<file path="src/rtl/local_inject_ctrl.sv">
// ---------------------------------------------------------------------------
// local_inject_ctrl
//
// Purpose: buffers flits offered by the processing element (PE) and injects
// them one at a time into the router local input. Each flit is presented for
// one cycle (SEND). In the following cycle (CHECK) the router reports whether
// the flit won a channel. If it did not, the same head flit is presented again,
// so FIFO order is strictly preserved. All-zero flits mean "no flit". They are
// accepted and then discarded.
//
// Optional feature: macro INJ_STARVE_THROTTLE_EN builds a starvation counter.
// When the macro is not defined, starve is tied to 0.
//
// Ports:
//   clk        in   sole clock, rising edge
//   reset      in   asynchronous, active-low reset
//   pe_valid   in   PE offers a flit this cycle
//   pe_ready   out  FIFO can accept a flit (occupancy < DEPTH)
//   pe_flit    in   flit from PE (`WIDTH_PORT bits, zero = no flit)
//   pe_pv      in   productive vector for pe_flit (`WIDTH_PV bits)
//   dinLocal   out  flit to router local input, zero when idle (registered)
//   PVLocal    out  productive vector for dinLocal, zero when idle (registered)
//   inj_ack    in   router accepted the flit presented in the previous cycle
//   starve     out  local injection is starving (registered)
//   occupancy  out  entries held, including the in-flight head
// ---------------------------------------------------------------------------
`ifndef WIDTH_PORT
`define WIDTH_PORT 32
`endif
`ifndef WIDTH_PV
`define WIDTH_PV 4
`endif

module local_inject_ctrl #(
    parameter int DEPTH        = 4,
    parameter int STARVE_LIMIT = 16
) (
    input  logic                    clk,
    input  logic                    reset,
    input  logic                    pe_valid,
    output logic                    pe_ready,
    input  logic [`WIDTH_PORT-1:0]  pe_flit,
    input  logic [`WIDTH_PV-1:0]    pe_pv,
    output logic [`WIDTH_PORT-1:0]  dinLocal,
    output logic [`WIDTH_PV-1:0]    PVLocal,
    input  logic                    inj_ack,
    output logic                    starve,
    output logic [$clog2(DEPTH):0]  occupancy
);

    localparam int PW = $clog2(DEPTH);
    localparam int EW = `WIDTH_PV + `WIDTH_PORT;
    localparam logic [PW:0] DEPTH_C = DEPTH[PW:0];

    typedef enum logic [1:0] {
        IDLE  = 2'd0,
        SEND  = 2'd1,
        CHECK = 2'd2
    } state_t;

    state_t          state_q, state_d;
    logic [PW-1:0]   wr_q, wr_d;
    logic [PW-1:0]   rd_q, rd_d;
    logic [PW:0]     occ_q, occ_d;
    logic [PW:0]     occ_rem;
    logic [EW-1:0]   mem_q [DEPTH];
    logic [EW-1:0]   out_q, out_d;
    logic            push_store;
    logic            pop;

    assign pe_ready            = (occ_q < DEPTH_C);
    assign occupancy           = occ_q;
    assign {PVLocal, dinLocal} = out_q;

    always_comb begin
        // Zero flits complete the handshake but are never stored.
        push_store = pe_valid && pe_ready && (pe_flit != '0);
        // inj_ack only has meaning for the flit presented one cycle earlier.
        pop        = (state_q == CHECK) && inj_ack;
        rd_d       = rd_q + PW'(pop);
        wr_d       = wr_q + PW'(push_store);
        occ_rem    = occ_q - (PW+1)'(pop);
        occ_d      = occ_rem + (PW+1)'(push_store);

        state_d = state_q;
        case (state_q)
            IDLE:    if (occ_d != '0) state_d = SEND;
            SEND:    state_d = CHECK;
            CHECK:   state_d = (occ_d != '0) ? SEND : IDLE;
            default: state_d = IDLE;
        endcase

        // Pre-compute the flit for the next SEND cycle so that it leaves from a
        // flop. If nothing is left after this edge's pop, the head is the flit
        // being pushed at this same edge. This gives the one-cycle fall-through
        // from an empty FIFO.
        out_d = '0;
        if (state_d == SEND) begin
            out_d = (occ_rem == '0) ? {pe_pv, pe_flit} : mem_q[rd_d];
        end
    end

    always_ff @(posedge clk or negedge reset) begin
        if (!reset) begin
            state_q <= IDLE;
            wr_q    <= '0;
            rd_q    <= '0;
            occ_q   <= '0;
            out_q   <= '0;
        end else begin
            state_q <= state_d;
            wr_q    <= wr_d;
            rd_q    <= rd_d;
            occ_q   <= occ_d;
            out_q   <= out_d;
        end
    end

    // Storage is left unreset. The pointers and occupancy decide what is valid.
    always_ff @(posedge clk) begin
        if (push_store) begin
            mem_q[wr_q] <= {pe_pv, pe_flit};
        end
    end

`ifdef INJ_STARVE_THROTTLE_EN
    localparam logic [7:0] LIMIT_C = 8'(STARVE_LIMIT);

    logic [7:0] cnt_q, cnt_d;
    logic       starve_q;

    always_comb begin
        cnt_d = cnt_q;
        if (occ_q == '0) begin
            cnt_d = '0;
        end else if (state_q == CHECK) begin
            if (inj_ack) begin
                cnt_d = '0;
            end else if (cnt_q != 8'hFF) begin
                cnt_d = cnt_q + 8'd1;
            end
        end
    end

    always_ff @(posedge clk or negedge reset) begin
        if (!reset) begin
            cnt_q    <= '0;
            starve_q <= 1'b0;
        end else begin
            cnt_q    <= cnt_d;
            starve_q <= (cnt_d >= LIMIT_C);
        end
    end

    assign starve = starve_q;
`else
    // The limit has no effect when the throttle is not built.
    logic [7:0] limit_unused;
    assign limit_unused = 8'(STARVE_LIMIT);
    assign starve       = 1'b0;
`endif

endmodule

</file>
<file path="config.mk">
export PLATFORM = sky130hd
export DESIGN_NAME = local_inject_ctrl
export DESIGN_NICKNAME = d
export VERILOG_FILES = /design/src/rtl/local_inject_ctrl.sv
export SDC_FILE = /design/constraint.sdc
export NUM_CORES = 1
export LEC_CHECK = 0
export ABC_AREA = 1
export CAP_MARGIN = 10
export CORE_ASPECT_RATIO = 0.8
export CORE_MARGIN = 2
export CORE_UTILIZATION = 50
export DETAILED_ROUTE_END_ITERATION = 10
export PLACE_DENSITY = 0.72
export REMOVE_ABC_BUFFERS = 1
export SLEW_MARGIN = 20
export SYNTH_ARGS = -nofsm -noshare
export SYNTH_HDL_FRONTEND = slang
export SYNTH_SLANG_ARGS = --single-unit
</file>
<file path="constraint.sdc">
create_clock -name clk -period 7.33 [get_ports clk]
set_input_delay 0.733 -clock clk [delete_from_list [all_inputs] [get_ports clk]]
set_output_delay 0.733 -clock clk [all_outputs]
set_load 0.1 [all_outputs]
</file>
==> run_summary.xml <==
<?xml version="1.0" encoding="UTF-8"?>
<metrics>
  <group name="worst_setup_path">
    <metric name="path_cells" unit="">clkdlybuf4s50_1 -&gt; nor2_1 -&gt; nand2_1 -&gt; nor2_1 -&gt; nand2_1 -&gt; nor2_1 -&gt; nor2_1 -&gt; ha_1 -&gt; ha_1 -&gt; nor2_1 -&gt; nand3_1 -&gt; nand2_4 -&gt; a21oi_1</metric>
    <metric name="crit_start" unit="">pe_flit[18]</metric>
    <metric name="crit_top_cell" unit="">sky130_fd_sc_hd__nor2_1</metric>
    <metric name="crit_path_end" unit="">out_q[10]</metric>
    <metric name="timing.reg2reg.worst_path_depth" unit="">10</metric>
    <metric name="cp_num_buf_inv" unit="">1</metric>
    <metric name="reg2reg_to" unit="">out_q[31]</metric>
    <metric name="worstReg2RegStart" unit="">state_q[1]</metric>
    <metric name="timing.critical_path.arrival" unit="ps">3790</metric>
    <metric name="crit_fanout" unit="">37</metric>
    <metric name="crit_path_top_delay_cell" unit="">sky130_fd_sc_hd__nand2_4</metric>
    <metric name="critPathCaptureType" unit="">flop</metric>
    <metric name="timing.critical_path.required" unit="ps">7600</metric>
    <metric name="worst_path_class_setup" unit="">in -&gt; reg</metric>
    <metric name="cp.depth" unit="">13</metric>
    <metric name="r2r_slack" unit="ps">4740</metric>
    <metric name="worst_path_dominant_cell_family" unit="">simple AND/OR/NAND/NOR gates</metric>
    <metric name="timing.critical_path.slowest_cell_delay" unit="ps">530</metric>
    <metric name="startpoint_type" unit="">primary input</metric>
  </group>
  <group name="cells_and_area">
    <metric name="stdcell_count" unit="">1002</metric>
    <metric name="design.final.nets" unit="">820</metric>
    <metric name="register_area" unit="um^2">5450</metric>
    <metric name="antenna_cells_inserted" unit="">0</metric>
    <metric name="layout-drive-gt1-share" unit="%">14.9</metric>
    <metric name="filler_cell_count" unit="">1266</metric>
    <metric name="areaGrowthSynthToFinish" unit="%">20.2</metric>
    <metric name="area_of_the_multi_input_gates" unit="um^2">2080</metric>
  </group>
  <group name="synth">
    <metric name="synth.distinct_cells" unit="">24</metric>
    <metric name="ys_ff_latch" unit="">189</metric>
    <metric name="post_synth_inst_count" unit="">694</metric>
    <metric name="synth-simple-area-share" unit="%">15.6</metric>
    <metric name="synth-adder-area-share" unit="%">0.940</metric>
    <metric name="post_synthesis_compound_gate_area_fraction" unit="%">8.05</metric>
    <metric name="synth_mux_area_share" unit="%">0</metric>
    <metric name="syn_area_per_cell" unit="um^2">11.5</metric>
    <metric name="synthesis.area" unit="um^2">7990</metric>
    <metric name="main_combinational_cell_family_by_area_after_synthesis" unit="">simple AND/OR/NAND/NOR gates</metric>
    <metric name="netlist.top_cell.by_area" unit="">sky130_fd_sc_hd__edfxtp_1</metric>
    <metric name="ys_top_cells_by_area" unit="">sky130_fd_sc_hd__edfxtp_1 (54%), sky130_fd_sc_hd__dfrtp_1 (14%), sky130_fd_sc_hd__nand2_1 (8.6%)</metric>
    <metric name="synth.top_cell.area_share" unit="%">54.1</metric>
    <metric name="synth-warning-count" unit="">0</metric>
    <metric name="synth_sequential_area_ratio" unit="%">68.2</metric>
    <metric name="yosys.area_share.xor_xnor" unit="%">0.658</metric>
  </group>
  <group name="power_and_ir_drop">
    <metric name="power_switching" unit="mW">2.14</metric>
    <metric name="power_frac_comb" unit="%">48.9</metric>
    <metric name="p_int" unit="mW">2.57</metric>
    <metric name="clock_power_share" unit="%">19.6</metric>
    <metric name="share_seq_of_total_power" unit="%">31.4</metric>
    <metric name="power_leakage" unit="nW">3.85</metric>
    <metric name="switching_part_of_the_total" unit="%">45.5</metric>
    <metric name="power.density_cell_area" unit="nW/um^2">491</metric>
    <metric name="irDropWorstVdd" unit="mV">0.299</metric>
  </group>
  <group name="sta">
    <metric name="final.setup_skew" unit="ps">9.03</metric>
    <metric name="tns" unit="ps">0</metric>
    <metric name="slew_viol_final" unit="">0</metric>
    <metric name="timing.final.hold_violations" unit="">0</metric>
    <metric name="period_minus_slack" unit="ps">3520</metric>
    <metric name="timing_worst_slew_pin_value" unit="ps">987</metric>
    <metric name="timing.fmax" unit="MHz">284</metric>
    <metric name="setup_repair_after_global_routing_missed_its_margin" unit="">no</metric>
    <metric name="report.final.setup_viol" unit="">0</metric>
    <metric name="maxSlewHeadroom" unit="%">34.0</metric>
    <metric name="timing.final.crit_share" unit="%">48.0</metric>
    <metric name="fin_ws" unit="ps">3810</metric>
  </group>
  <group name="grt">
    <metric name="global_route_wire_length_before_repair" unit="um">26600</metric>
    <metric name="vias_in_the_first_global_route" unit="">5015</metric>
    <metric name="gr-usage-all-layers" unit="%">21.1</metric>
    <metric name="grt_antenna_before_repair" unit="">0</metric>
    <metric name="grt-ovfl-total" unit="">0</metric>
    <metric name="grt_max_degree" unit="">91</metric>
  </group>
  <group name="routing">
    <metric name="dr_total_vias" unit="">5077</metric>
    <metric name="via_per_inst" unit="">5.07</metric>
    <metric name="antenna_left" unit="">0</metric>
    <metric name="dr.first_iter.drc_count" unit="">344</metric>
    <metric name="post-route-drc-count" unit="">0</metric>
    <metric name="routed_wl" unit="um">17000</metric>
    <metric name="wl_per_cell" unit="um">17.0</metric>
    <metric name="drt-pass1-iter-count" unit="">5</metric>
  </group>
  <group name="clock_tree">
    <metric name="clock_tree_root_buffer_cell" unit="">sky130_fd_sc_hd__clkbuf_16</metric>
    <metric name="tritoncts" unit="">yes</metric>
    <metric name="clkSinkCount" unit="">189</metric>
    <metric name="cts_inserted_buffers" unit="">17</metric>
    <metric name="cts_setup_buffers" unit="">0</metric>
    <metric name="cts.path.max_buffers" unit="">2</metric>
    <metric name="cts-htree-levels" unit="">4</metric>
    <metric name="worstSkewPairLatency" unit="ps">430</metric>
    <metric name="post_cts_hold_buffer_count" unit="">0</metric>
    <metric name="clk_pin_slew_worst_paths" unit="ps">60</metric>
    <metric name="cts.repair.resized" unit="">0</metric>
  </group>
  <group name="place">
    <metric name="preCtsSetupSlack" unit="ps">3000</metric>
    <metric name="port-buffer-count" unit="">79</metric>
    <metric name="place_congestion" unit="">0.746</metric>
    <metric name="dpl.cell_count" unit="">970</metric>
    <metric name="dpl_hpwl" unit="um">9850</metric>
  </group>
  <group name="run">
    <metric name="max_capacitance_violation_count" unit="">0</metric>
  </group>
  <group name="hold_path">
    <metric name="hold_path_class" unit="">in -&gt; async</metric>
  </group>
  <group name="die">
    <metric name="coreArea" unit="um^2">15700</metric>
    <metric name="initial_core_util" unit="%">50.9</metric>
    <metric name="rows" unit="">41</metric>
    <metric name="dieWidth" unit="um">145</metric>
    <metric name="design.die.area" unit="um^2">17000</metric>
    <metric name="die-height" unit="um">117</metric>
    <metric name="floorplan.io_pins" unit="">81</metric>
  </group>
  <group name="outcome">
    <metric name="status" unit="">finished clean</metric>
  </group>
</metrics>
==> state kept, by name, summed over array words and instances (netlist names) <==
| register | count |
|---|---|
| out_q | 36 |
| mem_q | 144 |
| rd_q | 2 |
| state_q | 2 |
| occupancy | 3 |
| wr_q | 2 |
==> Yosys cell counts <==
cell type	count
sky130_fd_sc_hd__a21oi_1	13
sky130_fd_sc_hd__a21oi_2	23
sky130_fd_sc_hd__a21oi_4	1
sky130_fd_sc_hd__buf_2	13
sky130_fd_sc_hd__buf_4	5
sky130_fd_sc_hd__buf_6	4
sky130_fd_sc_hd__buf_8	2
sky130_fd_sc_hd__clkbuf_1	8
sky130_fd_sc_hd__conb_1	1
sky130_fd_sc_hd__dfrtp_1	45
sky130_fd_sc_hd__edfxtp_1	144
sky130_fd_sc_hd__ha_1	6
sky130_fd_sc_hd__inv_1	82
sky130_fd_sc_hd__nand2_1	183
sky130_fd_sc_hd__nand2_2	21
sky130_fd_sc_hd__nand3_1	15
sky130_fd_sc_hd__nand3_2	23
sky130_fd_sc_hd__nor2_1	25
sky130_fd_sc_hd__nor3_1	4
sky130_fd_sc_hd__o21ai_0	72
sky130_fd_sc_hd__or2_4	1
sky130_fd_sc_hd__xnor2_2	1
sky130_fd_sc_hd__xor2_1	1
sky130_fd_sc_hd__xor2_4	1
==> worst min-delay path by stage <==
stage               startpoint         end  slack [ps]  cells past startpoint
floorplan           state_q[1]  state_q[1]         400                      1
CTS                 state_q[1]  state_q[1]         430                      1
finish                   reset   out_q[18]         420                      2
global route        state_q[1]  state_q[1]         450                      1
global placement    state_q[1]  state_q[1]         420                      1
detailed placement  state_q[1]  state_q[1]         430                      1
==> per-stage QoR <==
stage | total power [mW] | hold WS (ps) | utilization (%) | area [um^2]
floorplan | 3.19 | 402 | - | 7780
global placement | 3.74 | 416 | 57.2 | 8970
detailed placement | 3.81 | 425 | 57.3 | 9000
CTS | 4.75 | 434 | 61.1 | 9590
global route | 4.98 | 452 | 61.1 | 9600
finish | 4.71 | 425 | 61.1 | 9600
==> layout make-up <==
class / count / share of cell area (%)
Inverter: 82 / 3.21
Sequential cell: 189 / 56.8
Multi-Input combinational cell: 391 / 21.6
Timing Repair Buffer: 93 / 9.41
Clock buffer: 21 / 4.69
Clock inverter: 11 / 1.47
Tap cell: 215 / 2.80
==> routing by layer <==
metal	track usage [%]	up-vias	part of all wire, %
met4	7.32	0	1.8
li1	-	2458	-
met1	28.4	2425	45
met5	0	-	0
met2	34.1	163	47
met3	5.39	31	6.3
==> cells by family after synthesis <==
logic type                 after synthesis
and+or+nand+nor                        272
DFF                                    189
buffers and inverters                  114
AOI/OAI and AO/OA                      109
adders and majority gates                6
xor gates and xnor gates                 3
other                                    1
==> power groups by stage <==
stage	registers (mW)	clock network, mW	logic, mW
after CTS	1.48	0.940	2.32
after global routing	1.50	0.988	2.49
final	1.48	0.925	2.30
after floorplan	2.12	0	1.07
after detailed placement	1.50	0	2.31
after global placement	1.50	0	2.24
==> placed cells by master, fill, tap and decap left out <==
cell	count
sky130_fd_sc_hd__nor3_2	3
sky130_fd_sc_hd__a21oi_2	23
sky130_fd_sc_hd__clkbuf_1	3
sky130_fd_sc_hd__nor2_1	25
sky130_fd_sc_hd__inv_6	2
sky130_fd_sc_hd__xor2_1	1
sky130_fd_sc_hd__nand2_1	183
sky130_fd_sc_hd__edfxtp_1	144
sky130_fd_sc_hd__clkdlybuf4s50_1	78
sky130_fd_sc_hd__a21oi_1	13
sky130_fd_sc_hd__dfrtp_1	45
sky130_fd_sc_hd__xor2_4	1
sky130_fd_sc_hd__clkbuf_8	1
sky130_fd_sc_hd__conb_1	1
sky130_fd_sc_hd__xnor2_4	1
sky130_fd_sc_hd__a21oi_4	1
sky130_fd_sc_hd__clkbuf_16	17
sky130_fd_sc_hd__clkinv_1	3
sky130_fd_sc_hd__nand2_4	1
sky130_fd_sc_hd__clkinvlp_4	3
sky130_fd_sc_hd__nand2_2	20
sky130_fd_sc_hd__ha_1	5
sky130_fd_sc_hd__or2_4	1
sky130_fd_sc_hd__nand3_1	15
sky130_fd_sc_hd__inv_1	82
sky130_fd_sc_hd__o21ai_0	72
sky130_fd_sc_hd__nor3_4	1
sky130_fd_sc_hd__nand3_2	23
sky130_fd_sc_hd__bufinv_16	3
sky130_fd_sc_hd__buf_2	1
sky130_fd_sc_hd__buf_4	13
sky130_fd_sc_hd__ha_4	1
sky130_fd_sc_hd__buf_12	1
==> worst reg2reg max path, delay by kind of cell (launching register included) <==
family	cells	cell delay (ps)
AO/OA/AOI/OAI	1	60
adder cells (fa/ha/maj)	2	400
buffers and inverters	1	480
flip-flops	1	380
AND/OR/NAND/NOR	6	1130
Power figures use the tool's default switching activity.
